## src/rtl/rf_arb_pkg.sv

```systemverilog
// Shared types and constants for the register-file write arbiter.
// Priority encoding and reset defaults live here.
package rf_arb_pkg;

  typedef enum logic {
    PRI0 = 1'b0,
    PRI1 = 1'b1
  } pri_t;

  localparam pri_t PRI_RESET  = PRI0;
  localparam int   CW_DEFAULT = 16;

endpackage

```

## src/rtl/rr_arbiter2.sv

```systemverilog
// Two-way round-robin grant logic with its priority state.
// Priority only moves on contested cycles, to the losing side.
module rr_arbiter2
  import rf_arb_pkg::*;
(
  input  logic       clock,
  input  logic       reset,
  input  logic       enable,
  input  logic [1:0] req,
  output logic [1:0] gnt
);

  pri_t r_pri;
  pri_t w_pri_nxt;

  always_ff @(posedge clock or posedge reset) begin
    if (reset) r_pri <= PRI_RESET;
    else       r_pri <= w_pri_nxt;
  end

  always_comb begin
    gnt       = 2'b00;
    w_pri_nxt = r_pri;
    if (enable) begin
      unique case (req)
        2'b01: gnt = 2'b01;
        2'b10: gnt = 2'b10;
        2'b11: begin
          if (r_pri == PRI0) begin
            gnt       = 2'b01;
            w_pri_nxt = PRI1;
          end else begin
            gnt       = 2'b10;
            w_pri_nxt = PRI0;
          end
        end
        default: gnt = 2'b00;
      endcase
    end
  end

endmodule

```

## src/rtl/rf_write_arbiter.sv

```systemverilog
// Shares the register-file write port between execute and load writeback.
// The registered port doubles as a one-entry bypass of the in-flight write.
module rf_write_arbiter
  import rf_arb_pkg::*;
#(
  parameter  int Nloc  = 32,
  parameter  int Dbits = 32,
  parameter  int CW    = CW_DEFAULT,
  localparam int AW    = $clog2(Nloc)
) (
  input  logic             clock,
  input  logic             reset,
  input  logic             enable,
  input  logic             req0_valid,
  input  logic [AW-1:0]    req0_addr,
  input  logic [Dbits-1:0] req0_data,
  output logic             req0_ready,
  input  logic             req1_valid,
  input  logic [AW-1:0]    req1_addr,
  input  logic [Dbits-1:0] req1_data,
  output logic             req1_ready,
  output logic             rf_wr,
  output logic [AW-1:0]    rf_addr,
  output logic [Dbits-1:0] rf_data,
  output logic [CW-1:0]    conflict_count
);

  localparam logic [CW-1:0] CNT_MAX = '1;

  logic [1:0]       w_gnt;
  logic             w_xfer0;
  logic             w_xfer1;
  logic             w_xfer;
  logic             w_conflict;
  logic [AW-1:0]    w_addr;
  logic [Dbits-1:0] w_data;

  logic             r_wr;
  logic [AW-1:0]    r_addr;
  logic [Dbits-1:0] r_data;
  logic [CW-1:0]    r_cnt;

  rr_arbiter2 u_arb (
    .clock  (clock),
    .reset  (reset),
    .enable (enable),
    .req    ({req1_valid, req0_valid}),
    .gnt    (w_gnt)
  );

  assign req0_ready = w_gnt[0] & ~reset;
  assign req1_ready = w_gnt[1] & ~reset;

  assign w_xfer0    = req0_valid & req0_ready;
  assign w_xfer1    = req1_valid & req1_ready;
  assign w_xfer     = w_xfer0 | w_xfer1;
  assign w_conflict = enable & req0_valid & req1_valid;
  assign w_addr     = w_xfer1 ? req1_addr : req0_addr;
  assign w_data     = w_xfer1 ? req1_data : req0_data;

  // x0 writes are swallowed here but still land on addr/data
  always_ff @(posedge clock or posedge reset) begin
    if (reset) begin
      r_wr   <= 1'b0;
      r_addr <= '0;
      r_data <= '0;
      r_cnt  <= '0;
    end else begin
      r_wr <= w_xfer && (w_addr != '0);
      if (w_xfer) begin
        r_addr <= w_addr;
        r_data <= w_data;
      end
      if (w_conflict && (r_cnt != CNT_MAX))
        r_cnt <= r_cnt + CW'(1);
    end
  end

  assign rf_wr          = r_wr;
  assign rf_addr        = r_addr;
  assign rf_data        = r_data;
  assign conflict_count = r_cnt;

endmodule

```

## config.mk

```make
export PLATFORM = sky130hd
export DESIGN_NAME = rf_write_arbiter
export DESIGN_NICKNAME = d
export VERILOG_FILES = /design/src/rtl/rf_arb_pkg.sv /design/src/rtl/rr_arbiter2.sv /design/src/rtl/rf_write_arbiter.sv
export SDC_FILE = /design/constraint.sdc
export NUM_CORES = 1
export LEC_CHECK = 0
export BUFFER_PORTS_ARGS = -buffer_cell sky130_fd_sc_hd__buf_4
export CORE_MARGIN = 3
export CORE_UTILIZATION = 25
export DETAILED_ROUTE_END_ITERATION = 8
export PLACE_DENSITY = 0.48
export SYNTH_ARGS = -nofsm -noshare
export SYNTH_HDL_FRONTEND = slang
export SYNTH_SLANG_ARGS = --single-unit
export TNS_END_PERCENT = 5
```

## constraint.sdc

```tcl
create_clock -name clock -period 1.95 [get_ports clock]
set_input_delay 0.39 -clock clock [delete_from_list [all_inputs] [get_ports clock]]
set_output_delay 0.39 -clock clock [all_outputs]
set_load 0.01 [all_outputs]
```

After elaboration in Yosys (flattened, before gate mapping)
Index checks and enable logic that the tools add are counted.
Widths: inputs -> output; s select.
{"block": "totals", "ff_bits": 55, "latch_bits": 0, "ram_bits": 0, "rom_bits": 0, "wordCells": 28, "memories": 0}
{"block": "classes", "n_addsub": 1, "mul": 0, "div": 0, "order_cmp": 0, "eq_ne": 4, "shift": 0, "mux": 6, "bitwise": 8, "n_reduce_logical": 4}
{"operator": "$mux 32", "n": 1}
{"operator": "$add 16x1->16 const B", "n": 1}
{"operator": "$ne 16x16->1 const B", "n": 1}
{"operator": "$and 1x1->1", "n": 6}
{"operator": "$pmux 2 s3", "n": 1}
{"operator": "$mux 5", "n": 1}
{"operator": "$reduce_bool 5->1", "n": 1}
{"operator": "$eq 2x2->1 const B", "n": 2}
{"operator": "$mux 2", "n": 2}
{"operator": "$eq 2x1->1 const B", "n": 1}
{"operator": "$logic_and 1x1->1", "n": 2}
{"operator": "$reduce_and 2->1", "n": 1}
{"operator": "$mux 1", "n": 1}
{"operator": "$not 1->1", "n": 1}
{"operator": "$or 1x1->1", "n": 1}

Longest topological paths before layout
Gate-level depths: netlist of the first run.
{"block": "logic_depth", "ltp_word": 8, "ltp_mapped": 6, "ltp_nobuf": 5}

Hierarchy
Synthesis of the first run repeated with hierarchy kept, for this count alone.
{"block": "unflattened", "hier_cells": 249, "area_unflattened_um2": 2626.3}
{"module": "rf_write_arbiter", "n_inst": 1, "cells_per_inst": 240, "area_per_inst_um2": 2562.5, "seq_area_each_um2": 1351.3}
{"module": "rr_arbiter2", "n_inst": 1, "cells_per_inst": 9, "area_per_inst_um2": 63.8, "seq_area_each_um2": 25.0}

Worst setup path before layout of the first run
Ideal clock, no wire load.
{"block": "synth_timing", "path_type": "register -> output", "startpoint": "reg u_arb.r_pri", "endpoint": "out req1_ready", "t_arrival_ns": 1.312, "required_ns": 1.560, "setup_slack_ns": 0.248, "path_stages_with_launch": 6, "path_cell_list": "dfrtp_1 > nand2b_1 > nand3_1 > clkbuf_1 > buf_1 > inv_1"}
{"block": "synth_between", "elab_chain_len": 4}
{"item": "from (decl)", "line": "rr_arbiter2.sv:13", "source": "pri_t r_pri;"}
{"item": "from (signal assigned)", "line": "rr_arbiter2.sv:18", "source": "else r_pri <= w_pri_nxt;"}
{"item": "$mux 2", "line": "rr_arbiter2.sv:29", "source": "if (r_pri == PRI0) begin"}
{"item": "$pmux 2 s3", "line": "rr_arbiter2.sv:25", "source": "unique case (req)"}
{"item": "$mux 2", "line": "rr_arbiter2.sv:24", "source": "if (enable) begin"}
{"item": "$and 1x1->1", "line": "rf_write_arbiter.sv:52", "source": "assign req1_ready = w_gnt[1] & ~reset;"}
{"item": "to (decl)", "line": "rf_write_arbiter.sv:21", "source": "output logic req1_ready,"}
No other way between the ends.

Final worst setup path of the first run
{"block": "layout_timing", "startpoint": "reg r_cnt[0] (netlist: conflict_count[0])", "endpoint": "reg r_cnt[10] (netlist: conflict_count[10])"}
{"block": "layout_between", "elab_chain_len": 2}
{"item": "from (decl)", "line": "rf_write_arbiter.sv:41", "source": "logic [CW-1:0] r_cnt;"}
{"item": "from (signal assigned)", "line": "rf_write_arbiter.sv:75", "source": "r_cnt <= r_cnt + CW'(1);"}
{"item": "parallel branches: the longest is 2 deep, another holds $add 16x1->16"}
Parallel ways; which one is timed is not known.
A chain may end at the register's enable or synchronous reset.

==> results of run 1 <==
[layer usage]
| metal | GRT usage | up-vias |
|---|---|---|
| li1 | - | 1155 |
| met1 | 0.175 | 1077 |
| met2 | 0.192 | 97 |
| met3 | 0.0358 | 4 |
| met4 | 0.0352 | 0 |
| met5 | 0 | - |
[cells in the mapped netlist (all sizes together), types with 5 or more instances]
cell | count | share of area
a21oi | 39 | 0.075
buf | 8 | 0.013
dfrtp | 55 | 0.53
inv | 6 | 0.0086
mux2i | 38 | 0.15
nand2 | 6 | 0.0086
nand3 | 10 | 0.019
nor2 | 46 | 0.066
nor3 | 5 | 0.0096
xor2 | 8 | 0.027
[stage by stage]
stage / cells / hold WS, ns / area [sq um] / utilization
after floorplan: 254 / 0.459 / 2620 / -
after global placement: 515 / 0.497 / 3820 / 0.384
after detailed placement: 515 / 0.492 / 3820 / 0.384
after CTS: 523 / 0.146 / 3940 / 0.395
after global routing: 523 / 0.155 / 3940 / 0.395
final: 523 / 0.133 / 3940 / 0.395
[flip-flops by register name (all words and copies together), names as in the netlist]
signal and count:
u_arb.r_pri 1, conflict_count 16, rf_wr 1, rf_data 32, rf_addr 5
[power breakdown]
part           total, mW  switching, mW  internal, mW  leakage, nW
sequential          1.71          0.234          1.48        0.647
clock              0.786          0.369         0.416       0.0612
combinational       1.39          0.611         0.784         1.38
total               3.89           1.21          2.68         2.09
[cell type report]
| cell class | instances | area, sq um |
|---|---|---|
| fillers | 1004 | 6020 |
| flip-flops and latches | 55 | 1380 |
| multi-input cells | 181 | 1180 |
| repair buffers | 140 | 1080 |
| well taps | 133 | 166 |
| clock buffers | 6 | 82.6 |
| clock inverters | 2 | 35.0 |
| inverters | 6 | 22.5 |
[worst max-delay path, delay by kind of cell, from the launching register on]
family                   cells  cell delay (ns)
flip-flops                   1             0.42
XOR/XNOR                     1             0.17
AND/OR/NAND/NOR              3             0.83
adder cells (fa/ha/maj)      1             0.24
[path summary, 6_finish.rpt]
check	endpoint	slack (ns)
worst max-delay path	conflict_count[10]$_DFFE_PP0P_	0.23
worst min-delay path	conflict_count[15]$_DFFE_PP0P_	0.13
worst max register to register	conflict_count[10]$_DFFE_PP0P_	0.23
worst min register to register	u_arb.r_pri$_DFFE_PP0P_	0.52
max in group asynchronous	rf_data[15]$_DFFE_PP0P_	1.56
min in group clock	rf_data[4]$_DFFE_PP0P_	0.33
[cell families (layout without fill, tap and decap cells)]
group                    after synthesis  in the layout
XOR/XNOR                              12             12
AO/OA/AOI/OAI                         41             41
flip-flops                            55             55
buffers and inverters                 18            154
AND/OR/NAND/NOR                       87             87
multiplexers                          40             40
adder cells (fa/ha/maj)                1              1
==> impl_metrics.tcl, run 1 <==
set metrics [dict create \
    outcome "completed" \
    cts-root-buf "clkbuf_8" \
    gr-usage-all-layers 0.126 \
    cts_buffers 5 \
    cpMaxStageDelayCell "dfrtp_1" \
    highest_layer "met4" \
    slew_headroom 0.722 \
    synth_seq_area_share 0.526 \
    post-route-period-util 0.881 \
    first_global_vias 2329 \
    path_class "reg -> reg" \
    finalSetupViolations 0 \
    critical_path.max_fanout 4 \
    yosysWarnings 0 \
    post_drt_wl_per_cell_um 14.4 \
    synth-edff-count 0 \
    ys_seq_elements 55 \
    grt_max_degree 56 \
    synth_nets 334 \
    ioPinCount 135 \
    wl_met3_um 652 \
    layout_common_cells "buf_4, dfrtp_1, nor2_1" \
    clock.fmax_mhz 582 \
    area_growth_pct 50.5 \
    synth_compound_area_frac 0.0813 \
    r2r-start "conflict_count[0]$_DFFE_PP0P_" \
    hold_viol_final 0 \
    nets 469 \
    rows 36 \
    cts_tree "built" \
    slowest_delay_ns 0.42 \
    crit_chain "ha_1 -> nand3_1 -> or2_2 -> nor4b_1 -> xor2_1" \
    rsz0062_at_grt "no" \
    hold_buffers 0 \
    die_h_um 108 \
    critical_path.startpoint_type "flop" \
    avgSynthCellArea_sq_um 10.3 \
    gp_congestion 0.800 \
    setup_ws_ns 0.232 \
    die_area_sq_um 11700 \
    leakage_nw 2.09 \
    grt_pass1_wl_um 11700 \
    ctsHtreeMaxLevel 2 \
    post-route-drc-count 0 \
    cp.required_ns 2.19 \
    reg2reg_depth 5 \
    pre_cts_slack_ns 0.256 \
    post-cts-setup-buffers 0 \
    arrival_ns 1.95 \
    hold_class "in -> async" \
    powerDensity_nw_per_um2 988 \
    portBuffers 134 \
    die_x_um 108 \
    initial_core_util 0.263 \
    fin_tns_setup_ns 0 \
    drive_gt1_frac 0.405 \
    startpoint "conflict_count[0]$_DFFE_PP0P_" \
    path_clk_slew_ns 0.10 \
    worstMarginPinSlew_ns 0.417 \
    cp-end-kind "flop" \
    synth-xor-area-share 0.0402 \
    syn_area_sq_um 2620 \
    hpwlAfterDp_um 5740 \
    synth_top_family_by_area "simple AND/OR/NAND/NOR gates" \
    slew_violations 0 \
    dr.pass1.iters 5 \
    syn_inst 254 \
    p_total_mw 3.89 \
    antenna_found_initial 0 \
    ctsResizeCount 0 \
    cts_sinks 55 \
    wl_met1_um 3500 \
    finalClockSkew_ns 0.00829 \
    met2_length_um 3350 \
    peakVddDrop_uv 546 \
    routed_wl_um 7550 \
    vias 2333 \
    final_common_cell "buf_4" \
    muxShareOfSynthArea 0.154 \
    ys.flop_type "dfrtp_1" \
    postRouteAntennaNets 0 \
    period_needed_ns 1.72 \
    cts_max_path_buffers 2 \
    core_sq_um 9950 \
    synth_cell_types 31 \
    synth_adder_area_share 0.00478 \
    synthArstFlopShare 1.00 \
    cap_violations 0 \
    drt_iter0_drc 96 \
    synth_simple_gate_area_frac 0.166 \
    via_per_inst 4.46 \
    antennaDiodeCount 0 \
    grt-ovfl-total 0 \
    clk_latency_ns 0.30 \
]
(Power assumes the default switching activity.)
==> run 2: changes to the inputs <==
- ABC_CLOCK_PERIOD_IN_PS: unset -> 1950
- SYNTH_HIERARCHICAL: unset -> 1
==> run 2 against run 1 <==
Against the previous run: cell count fell by 0.57%; clock power barely moved; worst hold slack improved by 0.15 ns; design area barely moved; first-iteration DRC count fell by 24%; die area rose by 0.36%; fmax fell by 5.3%; area after synthesis rose by 0.38%; synthesized cell count fell by 2.0%; highest routed layer unchanged; sequential cell count did not move.
==> impl_metrics.tcl, run 2 <==
set metrics [dict create \
    cpMaxStageDelayCell "dlygate4sd3_1" \
    drive_gt1_frac 0.416 \
    drt_iter0_drc 73 \
    die_h_um 108 \
    post-route-drc-count 0 \
    initial_core_util 0.263 \
    syn_area_sq_um 2630 \
    fin_tns_setup_ns 0 \
    slew_violations 0 \
    hpwlAfterDp_um 5400 \
    gp_congestion 0.702 \
    ctsHtreeMaxLevel 2 \
    path_class "in -> out" \
    worstMarginPinSlew_ns 0.386 \
    rsz0062_at_grt "no" \
    cts-root-buf "clkbuf_8" \
    grt-ovfl-total 0 \
    ys.flop_type "dfrtp_1" \
    slowest_delay_ns 0.55 \
    cts_max_path_buffers 2 \
    critical_path.max_fanout 4 \
    crit_chain "dlygate4sd3_1 -> buf_4 -> nor2b_1 -> buf_4" \
    final_common_cell "buf_4" \
    leakage_nw 2.07 \
    gr-usage-all-layers 0.118 \
    critical_path.startpoint_type "input pin" \
    synth_cell_types 34 \
    min_path_cells 3 \
    highest_layer "met4" \
    grt_max_degree 47 \
    core_sq_um 10000 \
    grt_pass1_wl_um 11000 \
    synth_nets 329 \
    post_drt_wl_per_cell_um 13.6 \
    area_growth_pct 49.8 \
    worst-path-buf-inv 3 \
    die_area_sq_um 11800 \
    startpoint "reset" \
    clock.fmax_mhz 551 \
    slew_headroom 0.740 \
    syn_inst 249 \
    cts_sinks 55 \
    die_x_um 108 \
    wl_met3_um 543 \
    via_per_inst 4.30 \
    finalSetupViolations 0 \
    clk_latency_ns 0.30 \
    largest_reg_flops 32 \
    finalClockSkew_ns 0.00432 \
    powerDensity_nw_per_um2 1000 \
    synthArstFlopShare 1.00 \
    critical_path_depth 4 \
    post-route-period-util 0.930 \
    dr.pass1.iters 4 \
    rows 36 \
    wl_met1_um 3230 \
    ys_seq_elements 55 \
    arrival_ns 1.42 \
    post-cts-setup-buffers 0 \
    cap_violations 0 \
    avgSynthCellArea_sq_um 10.5 \
    cp-end-kind "output port" \
    cts_buffers 5 \
    ioPinCount 135 \
    path_clk_slew_ns 0.10 \
    yosysWarnings 6 \
    reg2reg_depth 5 \
    portBuffers 134 \
    synth-edff-count 0 \
    pre_cts_slack_ns 0.161 \
    cp.required_ns 1.56 \
    postRouteAntennaNets 0 \
    period_needed_ns 1.81 \
    synth.top_cell.area_share 0.524 \
    vias 2236 \
    met2_length_um 3260 \
    yosys-top-cells-count "dfrtp_1, nand2_1, mux2i_1" \
    hold_class "in -> reg" \
    outcome "completed" \
    synth_seq_area_share 0.524 \
    antenna_found_initial 0 \
    routed_wl_um 7080 \
    synth_top_cell_by_area "dfrtp_1" \
    layout_common_cells "buf_4, dfrtp_1, nand2_1" \
    cts_tree "built" \
    peakVddDrop_uv 550 \
    synthTopCellsByArea "dfrtp_1, mux2i_1, o21ai_0, nand2_1, xnor2_1" \
    first_global_vias 2232 \
    hold_start "req1_data[28]" \
    crit_top_cell "buf_4" \
    crit_family "buffers and inverters" \
    hold_viol_final 0 \
    r2r-start "conflict_count[1]$_DFFE_PP0P_" \
    fillers 1041 \
    antennaDiodeCount 0 \
    setup_ws_ns 0.136 \
    yosysMostFrequentCell "dfrtp_1" \
    nets 466 \
]
-- run 2: cell count changes in the layout (fill, tap and decap cells not counted), sizes merged, moves of 2 or more --
cell / previous run / this run
nor2: 46 / 4
xnor2: 4 / 8
a21oi: 39 / 2
or3: 0 / 2
o21ai: 0 / 38
nand2: 6 / 43
nand3: 10 / 8
and4: 2 / 0
-- run 2: power breakdown --
group / switching [mW] / internal [mW] / leakage [nW]
Sequential: 0.254 / 1.50 / 0.682
Clock: 0.373 / 0.416 / 0.0612
Combinational: 0.611 / 0.787 / 1.33
Total: 1.24 / 2.71 / 2.07
-- run 2: tightest hold or removal path, stage by stage --
cell     delay, ns
buf_4         0.08
nand2_1       0.03
o21ai_0       0.05
-- run 2: layout make-up --
cell class              instances  area [sq um]  share of cell area
flip-flops and latches         55          1380               0.350
multi-input cells             177          1170               0.299
repair buffers                142          1080               0.275
well taps                     133           166              0.0423
clock buffers                   6          82.6              0.0210
clock inverters                 2          35.0             0.00890
inverters                       5          18.8             0.00477
-- run 2: what timing repair did --
action	CTS	global route
hold buffers	1	0
hold endpoints to repair	1	0
resized for setup	0	0
-- run 2: through the flow --
| stage | utilization | std cells | hold WS (ns) | area, sq um | total power [mW] |
|---|---|---|---|---|---|
| after floorplan | - | 249 | 0.119 | 2630 | 2.37 |
| after global placement | 0.381 | 511 | 0.262 | 3810 | 3.19 |
| after detailed placement | 0.381 | 511 | 0.263 | 3810 | 3.21 |
| after CTS | 0.394 | 520 | 0.265 | 3940 | 4.03 |
| after global routing | 0.394 | 520 | 0.278 | 3940 | 4.24 |
| final | 0.394 | 520 | 0.285 | 3940 | 3.95 |
-- run 2: layer usage --
| layer | up-vias | track usage |
|---|---|---|
| met2 | 73 | 0.190 |
| met5 | - | 0 |
| li1 | 1150 | - |
| met3 | 4 | 0.0293 |
| met1 | 1009 | 0.160 |
| met4 | 0 | 0.0271 |
-- run 2: path summary, 6_finish.rpt --
kind | endpoint | slack (ns)
worst min-delay path | rf_data[28]$_DFFE_PP0P_ | 0.28
worst max register to register | conflict_count[1]$_DFFE_PP0P_ | 0.15
min in group asynchronous | u_arb/r_pri$_DFFE_PP0P_ | 0.51
worst max-delay path | req0_ready | 0.14
max in group asynchronous | rf_data[0]$_DFFE_PP0P_ | 0.93
worst min register to register | u_arb/r_pri$_DFFE_PP0P_ | 0.50
-- run 2: kinds of logic after synthesis --
logic type | synth area share
XOR/XNOR | 0.0500
flip-flops | 0.524
buffers and inverters | 0.0300
AO/OA/AOI/OAI | 0.0848
multiplexers | 0.147
adder cells (fa/ha/maj) | 0.00476
AND/OR/NAND/NOR | 0.160
